--- src/rtl/cmos_pkg.sv ---
// Shared definitions for the CMOS camera capture block: capture FSM states
// and the width of the captured-frame counter.
package cmos_pkg;

    localparam int FRAME_CNT_W = 16;

    typedef enum logic [1:0] {
        ST_SKIP     = 2'd0,
        ST_WAIT_SOF = 2'd1,
        ST_FRAME    = 2'd2
    } cap_state_e;

endpackage

--- src/rtl/pix_pack.sv ---
// pix_pack: shifts camera bytes into a pixel, first byte of a pixel in the MSBs.
// Latency: pix_dat/pix_vld are combinational in the cycle the final byte is presented.
// Backpressure: none; clr drops a partially assembled pixel.
module pix_pack #(
    parameter int DATA_W        = 8,
    parameter int BYTES_PER_PIX = 2
) (
    input  logic                            clk,
    input  logic                            rst,
    input  logic                            byte_vld,
    input  logic                            clr,
    input  logic [DATA_W-1:0]               byte_dat,
    output logic [DATA_W*BYTES_PER_PIX-1:0] pix_dat,
    output logic                            pix_vld,
    output logic                            partial
);

    localparam int PIX_W = DATA_W * BYTES_PER_PIX;
    localparam int CNT_W = (BYTES_PER_PIX > 1) ? $clog2(BYTES_PER_PIX) : 1;
    localparam logic [CNT_W-1:0] LAST = CNT_W'(BYTES_PER_PIX - 1);

    logic [CNT_W-1:0] cnt_q, cnt_d;

    assign pix_vld = byte_vld && (cnt_q == LAST);
    assign partial = (cnt_q != '0);

    always_comb begin
        cnt_d = cnt_q;
        if (clr || pix_vld) begin
            cnt_d = '0;
        end else if (byte_vld) begin
            cnt_d = cnt_q + 1'b1;
        end
    end

    always_ff @(posedge clk) begin
        if (rst) begin
            cnt_q <= '0;
        end else begin
            cnt_q <= cnt_d;
        end
    end

    // Older bytes simply fall off the top, so no explicit clear of the shifter is needed.
    generate
        if (BYTES_PER_PIX == 1) begin : g_single
            assign pix_dat = byte_dat;
        end else begin : g_multi
            logic [PIX_W-DATA_W-1:0] shift_q;
            assign pix_dat = {shift_q, byte_dat};
            always_ff @(posedge clk) begin
                if (rst) begin
                    shift_q <= '0;
                end else if (byte_vld) begin
                    shift_q <= pix_dat[PIX_W-DATA_W-1:0];
                end
            end
        end
    endgenerate

endmodule

--- src/rtl/cmos_capture.sv ---
// cmos_capture: camera capture with settle-skip and format checks; CMOS_CAPTURE_CROP_EN enables the crop window.
// Latency: pix_valid rises 2 clk after the final byte of a pixel is on cam_data.
// Backpressure: none; the sensor cannot be stalled, pixels stream at bus rate.
module cmos_capture
    import cmos_pkg::*;
#(
    parameter int DATA_W        = 8,
    parameter int BYTES_PER_PIX = 2,
    parameter int H_ACT         = 640,
    parameter int V_ACT         = 480,
    parameter int SKIP_FRAMES   = 10,
    parameter int CROP_X0       = 0,
    parameter int CROP_Y0       = 0,
    parameter int CROP_W        = 640,
    parameter int CROP_H        = 480
) (
    input  logic                            clk,
    input  logic                            rst,
    input  logic                            cap_en,
    input  logic                            cam_href,
    input  logic                            cam_vsync,
    input  logic [DATA_W-1:0]               cam_data,
    output logic [DATA_W*BYTES_PER_PIX-1:0] pix_data,
    output logic                            pix_valid,
    output logic                            pix_sof,
    output logic                            pix_eol,
    output logic                            frame_done,
    output logic [FRAME_CNT_W-1:0]          frame_cnt,
    output logic                            fmt_err
);

    localparam int PIX_W = DATA_W * BYTES_PER_PIX;
    localparam int X_W   = $clog2(H_ACT + 2);
    localparam int Y_W   = $clog2(V_ACT + 2);
    localparam int SK_W  = (SKIP_FRAMES > 1) ? $clog2(SKIP_FRAMES) : 1;

`ifdef CMOS_CAPTURE_CROP_EN
    localparam int WIN_X0 = CROP_X0;
    localparam int WIN_Y0 = CROP_Y0;
    localparam int WIN_X1 = (CROP_X0 + CROP_W < H_ACT) ? CROP_X0 + CROP_W : H_ACT;
    localparam int WIN_Y1 = (CROP_Y0 + CROP_H < V_ACT) ? CROP_Y0 + CROP_H : V_ACT;
`else
    localparam int WIN_X0 = 0;
    localparam int WIN_Y0 = 0;
    localparam int WIN_X1 = H_ACT;
    localparam int WIN_Y1 = V_ACT;
`endif

    logic                   href_q, href_qq, vsync_q, vsync_qq;
    logic [DATA_W-1:0]      data_q;
    cap_state_e             state_q, state_d;
    logic [SK_W-1:0]        skip_q, skip_d;
    logic [X_W-1:0]         x_q, x_d;
    logic [Y_W-1:0]         y_q, y_d;
    logic                   sof_pend_q, sof_pend_d;
    logic [PIX_W-1:0]       pix_data_q, pix_data_d;
    logic                   pix_valid_q, pix_valid_d;
    logic                   pix_sof_q, pix_sof_d;
    logic                   pix_eol_q, pix_eol_d;
    logic                   frame_done_q, frame_done_d;
    logic [FRAME_CNT_W-1:0] frame_cnt_q, frame_cnt_d;
    logic                   fmt_err_q, fmt_err_d;

    logic             vs_fall, vs_rise, href_fall;
    logic             pk_clr, pk_vld, pk_partial, byte_vld;
    logic [PIX_W-1:0] pk_dat;
    logic             in_win, at_eol;

    assign vs_fall   = vsync_qq & ~vsync_q;
    assign vs_rise   = vsync_q & ~vsync_qq;
    assign href_fall = href_qq & ~href_q;
    assign byte_vld  = (state_q == ST_FRAME) && href_q;

    // x/y saturate one past the active size so over-long lines/frames stay detectable.
    assign in_win = (int'(x_q) >= WIN_X0) && (int'(x_q) < WIN_X1) &&
                    (int'(y_q) >= WIN_Y0) && (int'(y_q) < WIN_Y1);
    assign at_eol = (int'(x_q) == WIN_X1 - 1);

    pix_pack #(
        .DATA_W        (DATA_W),
        .BYTES_PER_PIX (BYTES_PER_PIX)
    ) u_pix_pack (
        .clk      (clk),
        .rst      (rst),
        .byte_vld (byte_vld),
        .clr      (pk_clr),
        .byte_dat (data_q),
        .pix_dat  (pk_dat),
        .pix_vld  (pk_vld),
        .partial  (pk_partial)
    );

    always_comb begin
        state_d      = state_q;
        skip_d       = skip_q;
        x_d          = x_q;
        y_d          = y_q;
        sof_pend_d   = sof_pend_q;
        pix_data_d   = pix_data_q;
        pix_valid_d  = 1'b0;
        pix_sof_d    = 1'b0;
        pix_eol_d    = 1'b0;
        frame_done_d = 1'b0;
        frame_cnt_d  = frame_cnt_q;
        fmt_err_d    = fmt_err_q;
        pk_clr       = 1'b0;
        unique case (state_q)
            ST_SKIP: begin
                if (SKIP_FRAMES == 0) begin
                    state_d = ST_WAIT_SOF;
                end else if (vs_fall) begin
                    if (skip_q == SK_W'(SKIP_FRAMES - 1)) begin
                        state_d = ST_WAIT_SOF;
                    end else begin
                        skip_d = skip_q + 1'b1;
                    end
                end
            end
            ST_WAIT_SOF: begin
                if (vs_fall && cap_en) begin
                    state_d    = ST_FRAME;
                    x_d        = '0;
                    y_d        = '0;
                    sof_pend_d = 1'b1;
                    pk_clr     = 1'b1;
                end
            end
            ST_FRAME: begin
                if (pk_vld) begin
                    if (in_win) begin
                        pix_valid_d = 1'b1;
                        pix_data_d  = pk_dat;
                        pix_sof_d   = sof_pend_q;
                        pix_eol_d   = at_eol;
                        sof_pend_d  = 1'b0;
                    end
                    if (x_q <= X_W'(H_ACT)) x_d = x_q + 1'b1;
                end
                if (href_fall) begin
                    pk_clr = 1'b1;
                    x_d    = '0;
                    if (y_q <= Y_W'(V_ACT)) y_d = y_q + 1'b1;
                    if (pk_partial || (x_q != X_W'(H_ACT))) fmt_err_d = 1'b1;
                end
                if (vs_rise) begin
                    state_d      = ST_WAIT_SOF;
                    frame_done_d = 1'b1;
                    frame_cnt_d  = frame_cnt_q + 1'b1;
                    if ((y_q != Y_W'(V_ACT)) || href_q || pk_partial || (x_q != '0)) begin
                        fmt_err_d = 1'b1;
                    end
                end
            end
            default: state_d = ST_SKIP;
        endcase
    end

    always_ff @(posedge clk) begin
        if (rst) begin
            href_q       <= 1'b0;
            href_qq      <= 1'b0;
            vsync_q      <= 1'b0;
            vsync_qq     <= 1'b0;
            data_q       <= '0;
            state_q      <= ST_SKIP;
            skip_q       <= '0;
            x_q          <= '0;
            y_q          <= '0;
            sof_pend_q   <= 1'b0;
            pix_data_q   <= '0;
            pix_valid_q  <= 1'b0;
            pix_sof_q    <= 1'b0;
            pix_eol_q    <= 1'b0;
            frame_done_q <= 1'b0;
            frame_cnt_q  <= '0;
            fmt_err_q    <= 1'b0;
        end else begin
            href_q       <= cam_href;
            href_qq      <= href_q;
            vsync_q      <= cam_vsync;
            vsync_qq     <= vsync_q;
            data_q       <= cam_data;
            state_q      <= state_d;
            skip_q       <= skip_d;
            x_q          <= x_d;
            y_q          <= y_d;
            sof_pend_q   <= sof_pend_d;
            pix_data_q   <= pix_data_d;
            pix_valid_q  <= pix_valid_d;
            pix_sof_q    <= pix_sof_d;
            pix_eol_q    <= pix_eol_d;
            frame_done_q <= frame_done_d;
            frame_cnt_q  <= frame_cnt_d;
            fmt_err_q    <= fmt_err_d;
        end
    end

    assign pix_data   = pix_data_q;
    assign pix_valid  = pix_valid_q;
    assign pix_sof    = pix_sof_q;
    assign pix_eol    = pix_eol_q;
    assign frame_done = frame_done_q;
    assign frame_cnt  = frame_cnt_q;
    assign fmt_err    = fmt_err_q;

endmodule

--- config.mk ---
export PLATFORM = sky130hd
export DESIGN_NAME = cmos_capture
export DESIGN_NICKNAME = d
export VERILOG_FILES = /design/src/rtl/cmos_pkg.sv /design/src/rtl/pix_pack.sv /design/src/rtl/cmos_capture.sv
export SDC_FILE = /design/constraint.sdc
export NUM_CORES = 1
export LEC_CHECK = 0
export ABC_CLOCK_PERIOD_IN_PS = 2900
export CAP_MARGIN = 20
export CORE_MARGIN = 4
export CORE_UTILIZATION = 54
export DETAILED_ROUTE_END_ITERATION = 8
export PLACE_DENSITY_LB_ADDON = 0.12
export SLEW_MARGIN = 0
export SYNTH_ARGS = -nofsm -noshare
export SYNTH_HDL_FRONTEND = slang
export SYNTH_SLANG_ARGS = --single-unit
--- constraint.sdc ---
create_clock -name clk -period 2.9 [get_ports clk]
set_input_delay 0.435 -clock clk [delete_from_list [all_inputs] [get_ports clk]]
set_output_delay 0.435 -clock clk [all_outputs]
set_load 0.1 [all_outputs]
==> results of run 1 <==
[cells in the mapped netlist, types with 2 or more instances]
library cell / count
xnor2_1: 5
nand3_1: 14
mux2i_1: 2
nor4b_1: 3
nor3_1: 3
nand2_1: 69
o31a_1: 2
and4_1: 3
o31ai_1: 5
and3_1: 7
and2_1: 2
a21oi_1: 41
clkbuf_1: 15
inv_1: 11
nand4_1: 11
xor2_1: 17
ha_1: 12
nand3b_1: 3
nand2b_1: 2
o21a_1: 3
dfxtp_1: 84
a211oi_1: 2
nand2_2: 2
nor2_1: 32
or3_1: 8
nand4b_1: 2
a31oi_1: 3
or4_1: 5
or4b_4: 2
nor2b_1: 13
o21ai_0: 6
[layer usage]
| layer | track usage | up-vias |
|---|---|---|
| li1 | - | 1489 |
| met1 | 0.248 | 1338 |
| met2 | 0.296 | 58 |
| met3 | 0.0378 | 13 |
| met4 | 0.0825 | 0 |
| met5 | 0 | - |
[how the worst max path moves through the flow]
stage                 start       endpoint  slack (ns)
6_report         state_q[0]         x_q[7]        0.60
5_1_grt          state_q[0]         x_q[7]        0.39
4_1_cts          state_q[0]         x_q[8]        0.59
3_5_place_dp         cap_en         y_q[6]        0.47
3_3_place_gp         cap_en         y_q[7]        0.55
2_1_floorplan  frame_cnt[3]  frame_cnt[12]        0.63
[registers in the layout, indices dropped and copies added (netlist names), 2 cells and up]
| signal | flops |
|---|---|
| y_q | 9 |
| x_q | 10 |
| u_pix_pack.g_multi.shift_q | 8 |
| frame_cnt | 16 |
| state_q | 2 |
| data_q | 8 |
| pix_data | 16 |
| skip_q | 4 |
[worst reg2reg max path, cell delays in order, from the launching register on]
cell     delay [ns]
dfxtp_1        0.36
inv_1          0.09
ha_1           0.37
nand3_1        0.26
nor4_4         0.37
o31ai_2        0.19
or4_1          0.44
a21oi_1        0.14
[logic make-up (layout without fill, tap and decap cells)]
| logic type | count (synthesis) | count (layout) |
|---|---|---|
| mux | 2 | 2 |
| flops | 84 | 84 |
| xor+xnor | 22 | 22 |
| simple gates | 188 | 188 |
| fa+ha+maj | 12 | 12 |
| compound gates | 68 | 68 |
| buf+inv | 27 | 78 |
[report_power, final]
part	total (uW)	switching, uW	internal, uW
logic	206	124	81.4
registers	1190	18.8	1170
clock network	831	410	421
total	2230	553	1680
[final cells by class]
type,count,area share
repair buffers,52,0.0991
flip-flops and latches,84,0.401
clock inverters,5,0.0146
clock buffers,10,0.0328
multi-input cells,292,0.420
inverters,11,0.00985
well taps,77,0.0230
[stage by stage]
step | instances | setup slack, ns
2_1_floorplan | 403 | 0.625
3_3_place_gp | 516 | 0.550
3_5_place_dp | 516 | 0.470
4_1_cts | 531 | 0.593
5_1_grt | 531 | 0.391
6_report | 531 | 0.601
==> results, run 1 <==
- The highest attainable clock frequency is around 430 MHz.
- The wire length of the first global-routing pass is 11600 um.
- Clock-pin slew was measured on the worst setup and hold paths at 0.08 ns.
- The multi-input logic area is 1760 sq um.
- The largest single stage delay on the critical path is between 0.4 and 0.5 ns.
- Summed over all nets, the half-perimeter wirelength after detailed placement is just under 5000 um.
- The peak supply drop is 291 uV.
- The xor-xnor portion of the synthesized cell area is 0.0545.
- Measured along the y axis, the die boundary spans around 89 um.
- The via count of the first global-routing pass is between 2000 and 3000.
- The number of vias after detailed routing is roughly 2900.
- The kind of start point of the critical path is a flop.
- The final max-slew violation count was 0.
- The relative area change from synthesis to final layout is 18.5%.
- The sum of overflow across all layers after global routing is 0.
- Of the cells placed in the final design, the portion with a size suffix greater than 1 is 0.145.
- The final total power is 2230 uW.
- In this run, CTS created clock tree buffers numbering 9.
- Counting buffers and inverters, the worst setup path is 7 cells deep.
- The commonest non-fill, non-tap cell in the layout is dfxtp_1.
- The residual DRC count is 0.
- Setup slack on the worst reg-to-reg path comes out at roughly 0.6 ns.
- The cell row count is 29.
- The maximum level of the CTS H-tree is 3.
- Of all cell types, the one taking the most synthesized area is dfxtp_1.
- Detailed routing placed a total of 3190 um of wire on met2.
- The die covers about 8000 sq um.
- The final count of negative-setup-slack endpoints is 0.
- The sequential cell area is 1680 sq um.
- The synthesized area per cell is approximately 8.8 sq um.
- For this configuration, the core starts out at a cell density of 0.557.
- The run finished with clean final reports.
- Counting both buffers and inverters, the worst setup path holds a total of 1.
- Headroom to the max-slew limit came out at 0.573.
- The data arrival time of the critical path is 2.58 ns.
- The total routed wirelength is roughly 7000 um.
- The highest layer touched by signal routing is met4.
- Of the total synthesized cell area, the portion taken by AND, OR, NAND and NOR gates is 0.274.
- Among cell families on the critical path, the largest total delay comes from simple AND/OR/NAND/NOR gates.
- Entering global routing, the biggest net connects 66 pins.
- The top cell types in the final layout, fill and taps aside, are dfxtp_1, nand2_1, a21oi_1.
- The number of cells on the worst hold path is 3.
- For this block, the initial DRC count from the detailed router was 92.
- The quantity of I/O buffers inserted on ports is slightly below 50.
- STA puts the critical path data required time at approximately 3.2 ns.
- The fraction of the mapped netlist area in adder cells is 0.0424.
- The synthesized netlist occupies a cell area of approximately 3500 sq um.
- The total negative slack is 0 ns.
- The critical register-to-register path startpoint is state_q[0].
- The number of post-CTS setup repair buffers is 0.
- Sorting the synthesized cells by area gives the leading types as dfxtp_1, nand2_1, a21oi_1.
- The placeable core region is roughly 6300 sq um.
- Counting flops and latches in the post-synthesis netlist gives 84.
- The library cell used as clock root buffer is clkbuf_8.
- Summed over all cells, the static leakage comes to approximately 0.0016 uW.
- The min-delay analysis places its worst path in the category primary input to flop.
- In this run, distinct cell masters in the synthesized netlist total 45.
- During synthesis, Yosys emitted a total of 0 warnings.
- In this run the most critical hold path is launched from rst.
- After clock tree synthesis, the flow added hold-fix buffers numbering 0.
- The iteration count of the initial detailed-routing pass is 4.
- The ratio of routed vias to standard cells is between 5 and 6.
- The worst hold path terminates at sof_pend_q.
- In the final routed layout, each cell accounts on average for between 10 and 15 um.
- The initial antenna violation count is 0.
- The final-layout fill cell count is roughly 550.
- Walking the worst path, the cells encountered are inv_1 -> ha_1 -> nand3_1 -> nor4_4 -> o31ai_2 -> or4_1 -> a21oi_1.
- The final count of hold timing violations is 0.
- The clock drives 84 sinks.
- The largest fanout of any net on the critical path is 11.
- The number of max-cap violations is 0.
- The period utilization is 0.793.
- Once layout is complete, the utilization of the core stands at 0.660.
- The congestion estimate from routability-driven global placement came to roughly 0.86.
- The clock arrives with a little over 0.01 ns of skew.
- The flip-flop cell with the highest count after synthesis is dfxtp_1.
- For this block, wires on met1 add up to 3360 um.
- The actual slew at the worst max-slew pin is 0.641 ns.
- The share of synthesized registers carrying an async set or reset is 0.
- The clock passes through at most 2 buffers.
- The multiplexer area fraction after synthesis is 0.00566.
- The smallest hold slack is 0.436 ns.
- The later pin in the worst-skew pair is clocked with a latency of around 0.35 ns.
- Once detail routing completed, the nets flagged for antenna violations numbered 0.
- The number of placed I/O pins is 50.
- The floorplan step set the die width to approximately 90 um.
- The area of all placed cells without fillers is roughly 4200 sq um.
- In the detailed route, the total length drawn on met3 is ~350 um.
- The worst setup path is of the flop to flop kind.
- The worst register-to-register path has a depth of 7.
- The clock tree from TritonCTS is done.
- STA classifies the critical path endpoint as a flop.
- The number of nets in the synthesized netlist is roughly 430.
- In this run the critical register-to-register path is captured at x_q[7].
- The share of the synthesized area in the top cell type is 0.475.
- The largest individual stage delay along the critical path comes from the cell or4_1.
- The post-synthesis compound-gate area fraction was 0.119.
- The placed instance area is between 3000 and 4000 sq um.
- The largest family of logic cells by synthesized area is simple AND/OR/NAND/NOR gates.
- The post-cts gate resize count is 0.
- Setup repair after global routing left no endpoint under its margin.
- The share of the Yosys chip area taken by registers is 0.475.
- In the global route stage, overall resource usage came out at 0.187.
- The post-layout net count is roughly 480.
- The synthesized design contains 0 enable-type register cells.
- The number of antenna cells inserted is 0.
- The final critical path time including I/O delays and setup is 2.30 ns.
- The gate count of the mapped netlist is slightly above 400.
- Power spread over the standard cell area amounts to around 530 nW/um^2.
No activity file was read; power rests on OpenSTA's default activity.
==> inputs of run 2 (changes only) <==
--- a/config.mk
+++ b/config.mk
@@ -5,10 +5,10 @@
 export SDC_FILE = /design/constraint.sdc
 export NUM_CORES = 1
 export LEC_CHECK = 0
-export ABC_CLOCK_PERIOD_IN_PS = 2900
+export ABC_CLOCK_PERIOD_IN_PS = 2100
 export CAP_MARGIN = 20
 export CORE_MARGIN = 4
-export CORE_UTILIZATION = 54
+export CORE_UTILIZATION = 49
 export DETAILED_ROUTE_END_ITERATION = 8
 export PLACE_DENSITY_LB_ADDON = 0.12
 export SLEW_MARGIN = 0
==> constraint.sdc (replaced) <==
create_clock -name clk -period 2.1 [get_ports clk]
set_input_delay 0.315 -clock clk [delete_from_list [all_inputs] [get_ports clk]]
set_output_delay 0.315 -clock clk [all_outputs]
set_load 0.1 [all_outputs]
==> results, run 2 (synthesis results as in run 1) <==
- The clock edge transition at the registers on the reported setup and hold paths is approximately 0.10 ns.
- The register-to-register setup slack is -0.03 ns.
- The residual DRC count is 0.
- The share of total power dissipated in the clock network is 0.362.
- The relative contribution of sequential cells to total power is 0.522.
- The cell total after placement is about 550.
- For the pin with the worst max-slew slack, the measured transition is ~0.55 ns.
- Setup violations remaining at the end of the flow were counted as 4.
- The clock skew is approximately 0.015 ns.
- The placeable core region is 6910 sq um.
- The sum of overflow across all layers after global routing is 0.
- At the worst endpoint, the required time is roughly 2.4 ns.
- The clock tree from TritonCTS is done.
- The via count of the first global-routing pass is approximately 2700.
- The total track usage is 0.183.
- The flow ran to the end, but the final reports show violations.
- The final max-slew violation count is 0.
- The later pin in the worst-skew pair is clocked with a latency of between 0.3 and 0.4 ns.
- The routed design could run at a clock period as short as 2.13 ns.
- For this design the static power due to leakage is about 0.0017 uW.
- The iteration count of the initial detailed-routing pass is 4.
- In the post-route analysis, the smallest setup slack over all paths is -0.0306 ns.
- In the final layout, the share of cells above drive strength 1 is 0.251.
- The internal cell power is 2260 uW.
- The number of antenna cells inserted is 0.
- The initial antenna violation count is 0.
- The class of the most critical setup path is flop to flop.
- The checks that failed: setup timing.
- The last weighted congestion value of the routability-driven placer is between 0.8 and 0.9.
- The critical register-to-register path startpoint is y_q[0].
- The worst setup path is captured at a flop.
- The total routed wirelength is between 7000 and 8000 um.
- The post-layout net count is between 400 and 500.
- The reg-to-reg critical path endpoint is y_q[7].
- The startpoint of the lowest-slack hold path is rst.
- The largest fanout of any net on the critical path is 5.
- The wire length of the first global-routing pass is approximately 13000 um.
- The floorplan step set the die width to roughly 93 um.
- In this run the worst hold path is classified as primary input to flop.
- Counting every sink on the clock net gives 84.
- Measured in cells, the most critical reg-to-reg path has a length of 7.
- The maximum number of pins on one net before global-route repair is roughly 50.
- In this run the power density over the cells is between 700 and 800 nW/um^2.
- The final count of hold timing violations is 0.
- The period utilization is 1.01.
- For this design the total switching power over the nets is between 800 and 900 uW.
- The iteration-0 DRC count of the detailed router is about 120.
- The count of placed standard cells in the final layout, fillers left out is 570.
- Of the total power, combinational logic draws 0.116.
- The number of clock buffers added by TritonCTS is 9.
- After floorplanning, the core was divided into 30 placement rows.
- The HPWL after detailed placement is 5290 um.
- VDD sags by at most around 420 uV.
- The number of max-cap violations is 0.
- Derived from the worst setup path, the maximum achievable clock frequency is 469 MHz.
- The maximum level of the CTS H-tree is 3.
- The die height is around 93 um.
- The number of cells on the worst hold path is 2.
- Of the total power, the share spent switching nets is 0.285.
- For this configuration, the core starts out at a cell density of 0.512.
- The mean routed wirelength per cell is about 13 um.
- The relative area change from synthesis to final layout is 27.3%.
- The number of vias after detailed routing is between 2000 and 3000.
- The tree is rooted in a clkbuf_8.
- The path with the worst hold slack has its endpoint at frame_cnt[9].
- The top cell types in the final layout, fill and taps aside, are dfxtp_1, nand2_1, buf_4.
- The number of buffers on the longest clock path is 2.
- The library cell used most frequently in the layout, excluding fill and tap cells, is dfxtp_1.
- The cts-stage hold buffer count is 0.
- The remaining number of nets flagged by the antenna check after routing is 0.
- The kind of start point of the critical path is a flop.
- The data arrival time of the critical path is about 2.4 ns.
- Setup repair after global routing could not meet its margin everywhere.
- The ratio of routed vias to standard cells is approximately 5.2.
- Input and output buffers added on the ports amount to 49.
- The smallest hold slack is between 0.3 and 0.4 ns.
- Measured against its own limit, the worst slew margin works out to 0.635.
- The die outline area is a little under 9000 sq um.
- The number of placed I/O pins is 50.
[run 2: worst max-delay path by stage]
stage / startpoint / end / cells past startpoint
final: y_q[0] / y_q[7] / 7
after floorplan: y_q[0] / y_q[6] / 7
after CTS: y_q[0] / y_q[7] / 7
after global routing: y_q[0] / y_q[8] / 8
after detailed placement: y_q[0] / y_q[7] / 7
after global placement: cap_en / y_q[7] / 6
[run 2: final cells by class]
cell class	instances	area (sq um)
Fill cell	633	2400
Multi-Input combinational cell	292	1860
Sequential cell	84	1700
Timing Repair Buffer	71	587
Clock buffer	9	124
Tap cell	96	120
Clock inverter	7	76.3
Inverter	11	41.3
[run 2: per-stage QoR]
stage	area (sq um)	power [uW]	setup TNS (ns)	worst slack, ns	util
after floorplan	3550	1890	0	0.0438	-
after CTS	4360	3160	0	0.0145	0.631
after global placement	4140	2010	0	0.0578	0.599
final	4510	3160	-0.0652	-0.0306	0.652
after detailed placement	4140	2020	-0.0540	-0.0383	0.599
after global routing	4510	3310	-0.714	-0.110	0.652
[run 2: timing repair]
item / CTS / global route
endpoints found under the setup margin: 2 / 25
buffers inserted: 2 / 6
pin swaps: 1 / 16
gates resized for setup: 1 / 34
[run 2: critical path: stages (launching register included)]
cell,delay (ns)
dfxtp_2,0.34
inv_2,0.07
ha_1,0.14
or4b_4,0.48
a32oi_4,0.26
nand2_2,0.12
or4_4,0.53
a21oi_2,0.12
[run 2: metal layers]
metal,GRT usage,part of all wire,vias to the layer above
met2,0.288,0.46,59
met1,0.246,0.49,1378
li1,-,-,1530
met3,0.0386,0.036,9
met5,0,0,-
met4,0.0720,0.014,0
[run 2: power groups by stage]
stage | registers [uW] | logic (uW) | clock network, uW
CTS | 1650 | 344 | 1170
global route | 1650 | 409 | 1250
floorplan | 1680 | 208 | 0
global placement | 1680 | 332 | 0
detailed placement | 1680 | 336 | 0
finish | 1650 | 368 | 1140
